$ cat config.mk
export PLATFORM = sky130hd
export DESIGN_NAME = character_counter_digit
export DESIGN_NICKNAME = d
export VERILOG_FILES = /design/src/rtl/character_counter_digit.sv
export SDC_FILE = /design/constraint.sdc
export NUM_CORES = 2
export LEC_CHECK = 0
export BUFFER_PORTS_ARGS = -buffer_cell sky130_fd_sc_hd__buf_2
export CORE_AREA = 10 10 390 392
export DETAILED_ROUTE_END_ITERATION = 16
export DIE_AREA = 0 0 400 402
export GPL_ROUTABILITY_DRIVEN = 1
export GPL_TIMING_DRIVEN = 0
export PLACE_DENSITY = 0.6
export SLEW_MARGIN = 40
export SYNTH_ARGS = -nofsm -noshare
export SYNTH_HDL_FRONTEND = slang
export SYNTH_SLANG_ARGS = --single-unit
$ cat constraint.sdc
create_clock -name i_count -period 3.6 [get_ports i_count]
set_input_delay 0.18 -clock i_count [delete_from_list [all_inputs] [get_ports i_count]]
set_output_delay 0.18 -clock i_count [all_outputs]
set_load 0.05 [all_outputs]
$ cat src/rtl/character_counter_digit.sv
// One digit of a ripple-chained character counter: steps through a programmable
// list of up to 127 characters and passes an advance request upward on wrap.
module character_counter_digit (
  input  logic          i_count,
  input  logic          i_reset,
  input  logic          i_carry_in,
  output logic          o_carry_out,
  input  logic [7:0]    i_prg_numchars,
  input  logic [1015:0] i_prg_charlist,
  input  logic          i_enable,
  input  logic          i_program,
  output logic [7:0]    o_char
);

  logic [1015:0] r_list;
  logic [7:0]    r_numchars;
  logic [6:0]    r_index;

  logic [6:0]    w_last_idx;
  logic          w_wrap;
  logic          w_advance;
  logic [7:0]    w_byte;

  // Effective length clamped to 1..127, expressed as the last valid index.
  always_comb begin
    w_last_idx = 7'd0;
    if (r_numchars == 8'd0) begin
      w_last_idx = 7'd0;
    end else if (r_numchars > 8'd127) begin
      w_last_idx = 7'd126;
    end else begin
      w_last_idx = r_numchars[6:0] - 7'd1;
    end
  end

  // ">=" also wraps an index stranded beyond a shortened list.
  assign w_wrap      = (r_index >= w_last_idx);
  assign w_advance   = i_enable & i_carry_in;
  assign o_carry_out = w_advance & w_wrap;

  always_ff @(posedge i_count) begin
    if (i_reset) begin
      r_list     <= '0;
      r_numchars <= 8'd1;
      r_index    <= 7'd0;
    end else if (i_program) begin
      r_list     <= i_prg_charlist;
      r_numchars <= i_prg_numchars;
      r_index    <= 7'd0;
    end else if (w_advance) begin
      r_index    <= w_wrap ? 7'd0 : r_index + 7'd1;
    end
  end

  always_comb begin
    w_byte = 8'h00;
    for (int k = 0; k < 127; k++) begin
      if (r_index == 7'(k)) begin
        w_byte = r_list[8*k +: 8];
      end
    end
  end

  assign o_char = i_enable ? w_byte : 8'h00;

endmodule

==> impl_summary.log <==
INFO  metric status = finished with violations
INFO  metric violations = setup timing
INFO  metric synth_ff_type = sky130_fd_sc_hd__dfxtp_1
INFO  metric grt_start_max_net_pins = 17
INFO  metric gp_routability_congestion = between 1 and 1.5
INFO  metric cp_common_cell = sky130_fd_sc_hd__buf_8
INFO  metric critPathCaptureType = output pin
INFO  metric syn_inst_count = around 5,600
INFO  metric synth-edff-count = 0
INFO  metric final_layout_size_suffix_gt1_frac = 0.2613
INFO  metric cts_max_path_buffers = 3
INFO  metric route.detailed.vias_per_inst = ~5.8
INFO  metric cp_slowest_stage_delay = ~0.56 ns
INFO  metric rsz0062_at_grt = true
INFO  metric ff_to_ff_setup_slack = approximately 0.17 ns
INFO  metric hold_path_class = in2reg
INFO  metric dp_cells = ~8,500
INFO  metric finish.net_count = 9,012
INFO  metric total_routing_resource_utilization_after_global_routing = 0.3805
INFO  metric skew = between 0.01 and 0.015 ns
INFO  metric syn-num-nets = about 6,600
INFO  metric synth.cell_area = between 40,000 and 50,000 um^2
INFO  metric period_needed = approximately 4.9 ns
INFO  metric seqCellArea = 20,670 um^2
INFO  metric tightest_slew_margin_relative_to_the_limit = 0.3498
INFO  metric internal-power = approximately 21 mW
INFO  metric cp_cell_sequence = buf_6 -> buf_8 -> buf_12 -> nand4b_1 -> buf_4 -> a21oi_4 -> a221oi_4 -> a211o_1 -> a2111oi_4 -> nand2_2 -> a311oi_4 -> o311ai_4 -> a31oi_4 -> buf_8
INFO  metric fp.coreArea = 144,500 um^2
INFO  metric global_route.overflow_total = 0
INFO  metric ctsRootBufferMaster = sky130_fd_sc_hd__clkbuf_16
INFO  metric cp_num_buf_inv = 5
INFO  metric place_area = 57,160 um^2
INFO  metric die-area = roughly 160,000 um^2
INFO  metric insertion_delay = around 0.78 ns
INFO  metric worst_setup_path_startpoint = r_index[3]
INFO  metric area_delta_synth_final = 58.86%
INFO  metric worst_slew_pin_slew = approximately 0.98 ns
INFO  metric data_required_critical_path = roughly 3.4 ns
INFO  metric die_y = 402 um
INFO  metric pwr-share-clk = 0.427
INFO  metric crit_type = reg2out
INFO  metric drt_iter0_markers = about 6,000
INFO  metric antenna_found_initial = 76
INFO  metric dpl.hpwl = between 200 and 250 mm
INFO  metric power.switching = around 7.8 mW
INFO  metric worst_hold_startpoint = i_carry_in
INFO  metric numCtsBuffers = approximately 110
INFO  metric max_cap_violations = 0
INFO  metric worst_setup_path_start_kind = flip-flop
INFO  metric yosysWarningCount = 0
INFO  metric drc = 0
INFO  metric holdWs = approximately 0.11 ns
INFO  metric fill_cells = 12,650
INFO  metric antenna_left = 0
INFO  metric async_flop_share = 0
INFO  metric number_of_register_bits_inferred_by_synthesis = 1,031
INFO  metric swShare = 0.2684
INFO  metric sequentialPowerShare = 0.439
INFO  metric postLayoutCoreUtil = 0.5405
INFO  metric final.setup.tns = -10.11 ns
INFO  metric fp-row-count = 140
INFO  metric r2r-start = r_numchars[0]
INFO  metric floorplan.initialDensity = 0.3402
INFO  metric die_w = approximately 400 um
INFO  metric multi_input_area = between 30,000 and 40,000 um^2
INFO  metric syn_avg_cell_area = between 8 and 9 um^2
INFO  metric via_count = around 58,000
INFO  metric finalHoldViolations = 0
INFO  metric worst_path_slowest_cell = sky130_fd_sc_hd__a311oi_4
INFO  metric signal_arrival_time_at_the_worst_endpoint = 4.69 ns
INFO  metric maxSlewViolCount = 0
INFO  metric vdd.ir_drop.worst = between 0.3 and 0.4 mV
INFO  metric cpLargestDelayFamily = compound AO/OA/AOI/OAI gates
INFO  metric htreeDepth = 3
INFO  metric wire_per_inst = roughly 32 um
INFO  metric firstDrtPassIters = 6
INFO  metric grt_first_pass_wirelength = 443.0 mm
INFO  metric stdcell_area = approximately 78,000 um^2
INFO  metric netlist-cell-type-count = 97
INFO  metric tritoncts = done
INFO  metric power.density = roughly 370 nW/um^2
INFO  metric setup-violations-final = 9
INFO  metric drt_wl_total = roughly 320 mm
INFO  metric clk_transition_reported_paths = 0.07 ns
INFO  metric min_period_over_period = 1.352
INFO  metric p_comb_frac = 0.135
INFO  metric io-pin-count = between 1,000 and 1,500
INFO  metric cts_sinks = 1,031
INFO  metric grt_pass1_vias = ~60,000
INFO  metric io_buffers = approximately 1,000
INFO  metric static-leakage-power = 35.10 nW
INFO  metric setup_slack = -1.269 ns
INFO  metric worst-path-max-fanout = 8
INFO  metric portion_of_the_post_synthesis_area_used_by_sequential_elements = 0.4198
INFO  metric layout.cells.non_filler = 10,040
INFO  metric fmax = slightly above 0.2 GHz
==> flip-flops by register name, indices dropped and copies added (netlist names) <==
| register | cells |
|---|---|
| r_index | 7 |
| r_list | 1016 |
| r_numchars | 8 |
==> final cells by class <==
class,instances,share of cell area
antenna,62,0.001986
buffer,383,0.03715
clock buffer,167,0.04237
clock inverter,41,0.007352
inverter,11,0.0006728
multi-input combinational,4124,0.3861
sequential,1031,0.2647
tap,1917,0.03071
timing repair buffer,2308,0.2290
==> tightest hold or removal path: cells and delay by family <==
kind            cells  cell delay (ns)
compound gates      1             0.06
buf+inv             1             0.08
simple gates        2             0.52
==> power by group through the flow <==
stage	logic (mW)	registers (mW)	clock network (mW)
final	3.89	12.7	12.3
after global routing	4.11	12.7	12.8
after CTS	3.73	12.7	12.4
after detailed placement	2.74	12.9	0
after global placement	2.68	12.9	0
after floorplan	1.47	12.6	0
==> worst paths after layout <==
kind	depth (start not counted)	endpoint
worst max-delay path	14	o_char[2]
worst min-delay path	4	r_index[1]
worst max register to register	18	r_index[6]
worst min register to register	2	r_list[873]
==> cell families (layout without fill, tap and decap cells) <==
kind of cell	Yosys count	in the layout	share of synthesized area
other cells	0	62	0
buf+inv	401	2910	0.03448
simple gates	2172	2172	0.1967
xor+xnor	10	10	0.001781
fa+ha+maj	12	12	0.003054
compound gates	906	906	0.1357
flops	1031	1031	0.4198
mux	1024	1024	0.2085
==> cells in the final DEF, fill, tap and decap left out, types with 45 or more instances in the layout <==
master,n
sky130_fd_sc_hd__a21oi_1,97
sky130_fd_sc_hd__a221oi_1,68
sky130_fd_sc_hd__buf_1,65
sky130_fd_sc_hd__buf_12,51
sky130_fd_sc_hd__buf_2,1039
sky130_fd_sc_hd__buf_4,205
sky130_fd_sc_hd__buf_6,59
sky130_fd_sc_hd__clkbuf_1,183
sky130_fd_sc_hd__clkbuf_16,120
sky130_fd_sc_hd__clkbuf_8,46
sky130_fd_sc_hd__dfxtp_1,1021
sky130_fd_sc_hd__diode_2,62
sky130_fd_sc_hd__dlygate4sd3_1,1024
sky130_fd_sc_hd__mux2i_1,1024
sky130_fd_sc_hd__nand2_1,208
sky130_fd_sc_hd__nand3_1,122
sky130_fd_sc_hd__nor2_1,1290
sky130_fd_sc_hd__nor3_1,143
sky130_fd_sc_hd__o211ai_1,45
sky130_fd_sc_hd__o21ai_0,124
sky130_fd_sc_hd__o22ai_1,52
==> cell usage after synthesis (34+ instances only) <==
master	count	share of area
sky130_fd_sc_hd__o22ai_1	66	0.0084
sky130_fd_sc_hd__a221o_1	46	0.0094
sky130_fd_sc_hd__buf_2	73	0.0074
sky130_fd_sc_hd__nand3_1	131	0.013
sky130_fd_sc_hd__nand2_1	258	0.020
sky130_fd_sc_hd__o2111ai_1	42	0.0075
sky130_fd_sc_hd__clkbuf_1	211	0.016
sky130_fd_sc_hd__nor2_1	1346	0.10
sky130_fd_sc_hd__o21ai_0	144	0.015
sky130_fd_sc_hd__a211oi_1	34	0.0052
sky130_fd_sc_hd__a221oi_1	82	0.015
sky130_fd_sc_hd__a2111oi_0	35	0.0062
sky130_fd_sc_hd__nor3_1	172	0.018
sky130_fd_sc_hd__nor4_1	50	0.0064
sky130_fd_sc_hd__dfxtp_1	1031	0.42
sky130_fd_sc_hd__o221ai_1	46	0.0082
sky130_fd_sc_hd__a31oi_1	42	0.0053
sky130_fd_sc_hd__buf_1	88	0.0067
sky130_fd_sc_hd__a21oi_1	110	0.011
sky130_fd_sc_hd__o211ai_1	45	0.0069
sky130_fd_sc_hd__mux2i_1	1024	0.21
==> timing repair <==
action                                 4_1_cts  5_1_grt
cloned                                       4        3
pin swaps                                  150       63
endpoints found under the hold margin     1024        0
gates resized for setup                    879      120
setup buffers                              175       57
setup endpoints to repair                    9        9
hold buffers                              1024        0
==> per-layer routing <==
layer  share of wire  track usage
met1            0.37       0.4420
met4           0.094       0.2963
met5         0.00059            0
met2            0.44       0.5963
met3           0.092      0.09423
==> per-stage QoR <==
stage / worst slack, ns / total power, mW
4_1_cts: -1.218 / 28.76
3_3_place_gp: -4.542 / 15.57
3_5_place_dp: -2.753 / 15.64
5_1_grt: -1.326 / 29.63
6_report: -1.269 / 28.95
2_1_floorplan: 0.002853 / 14.08
Note: power is estimated with default switching activity, not from simulation.
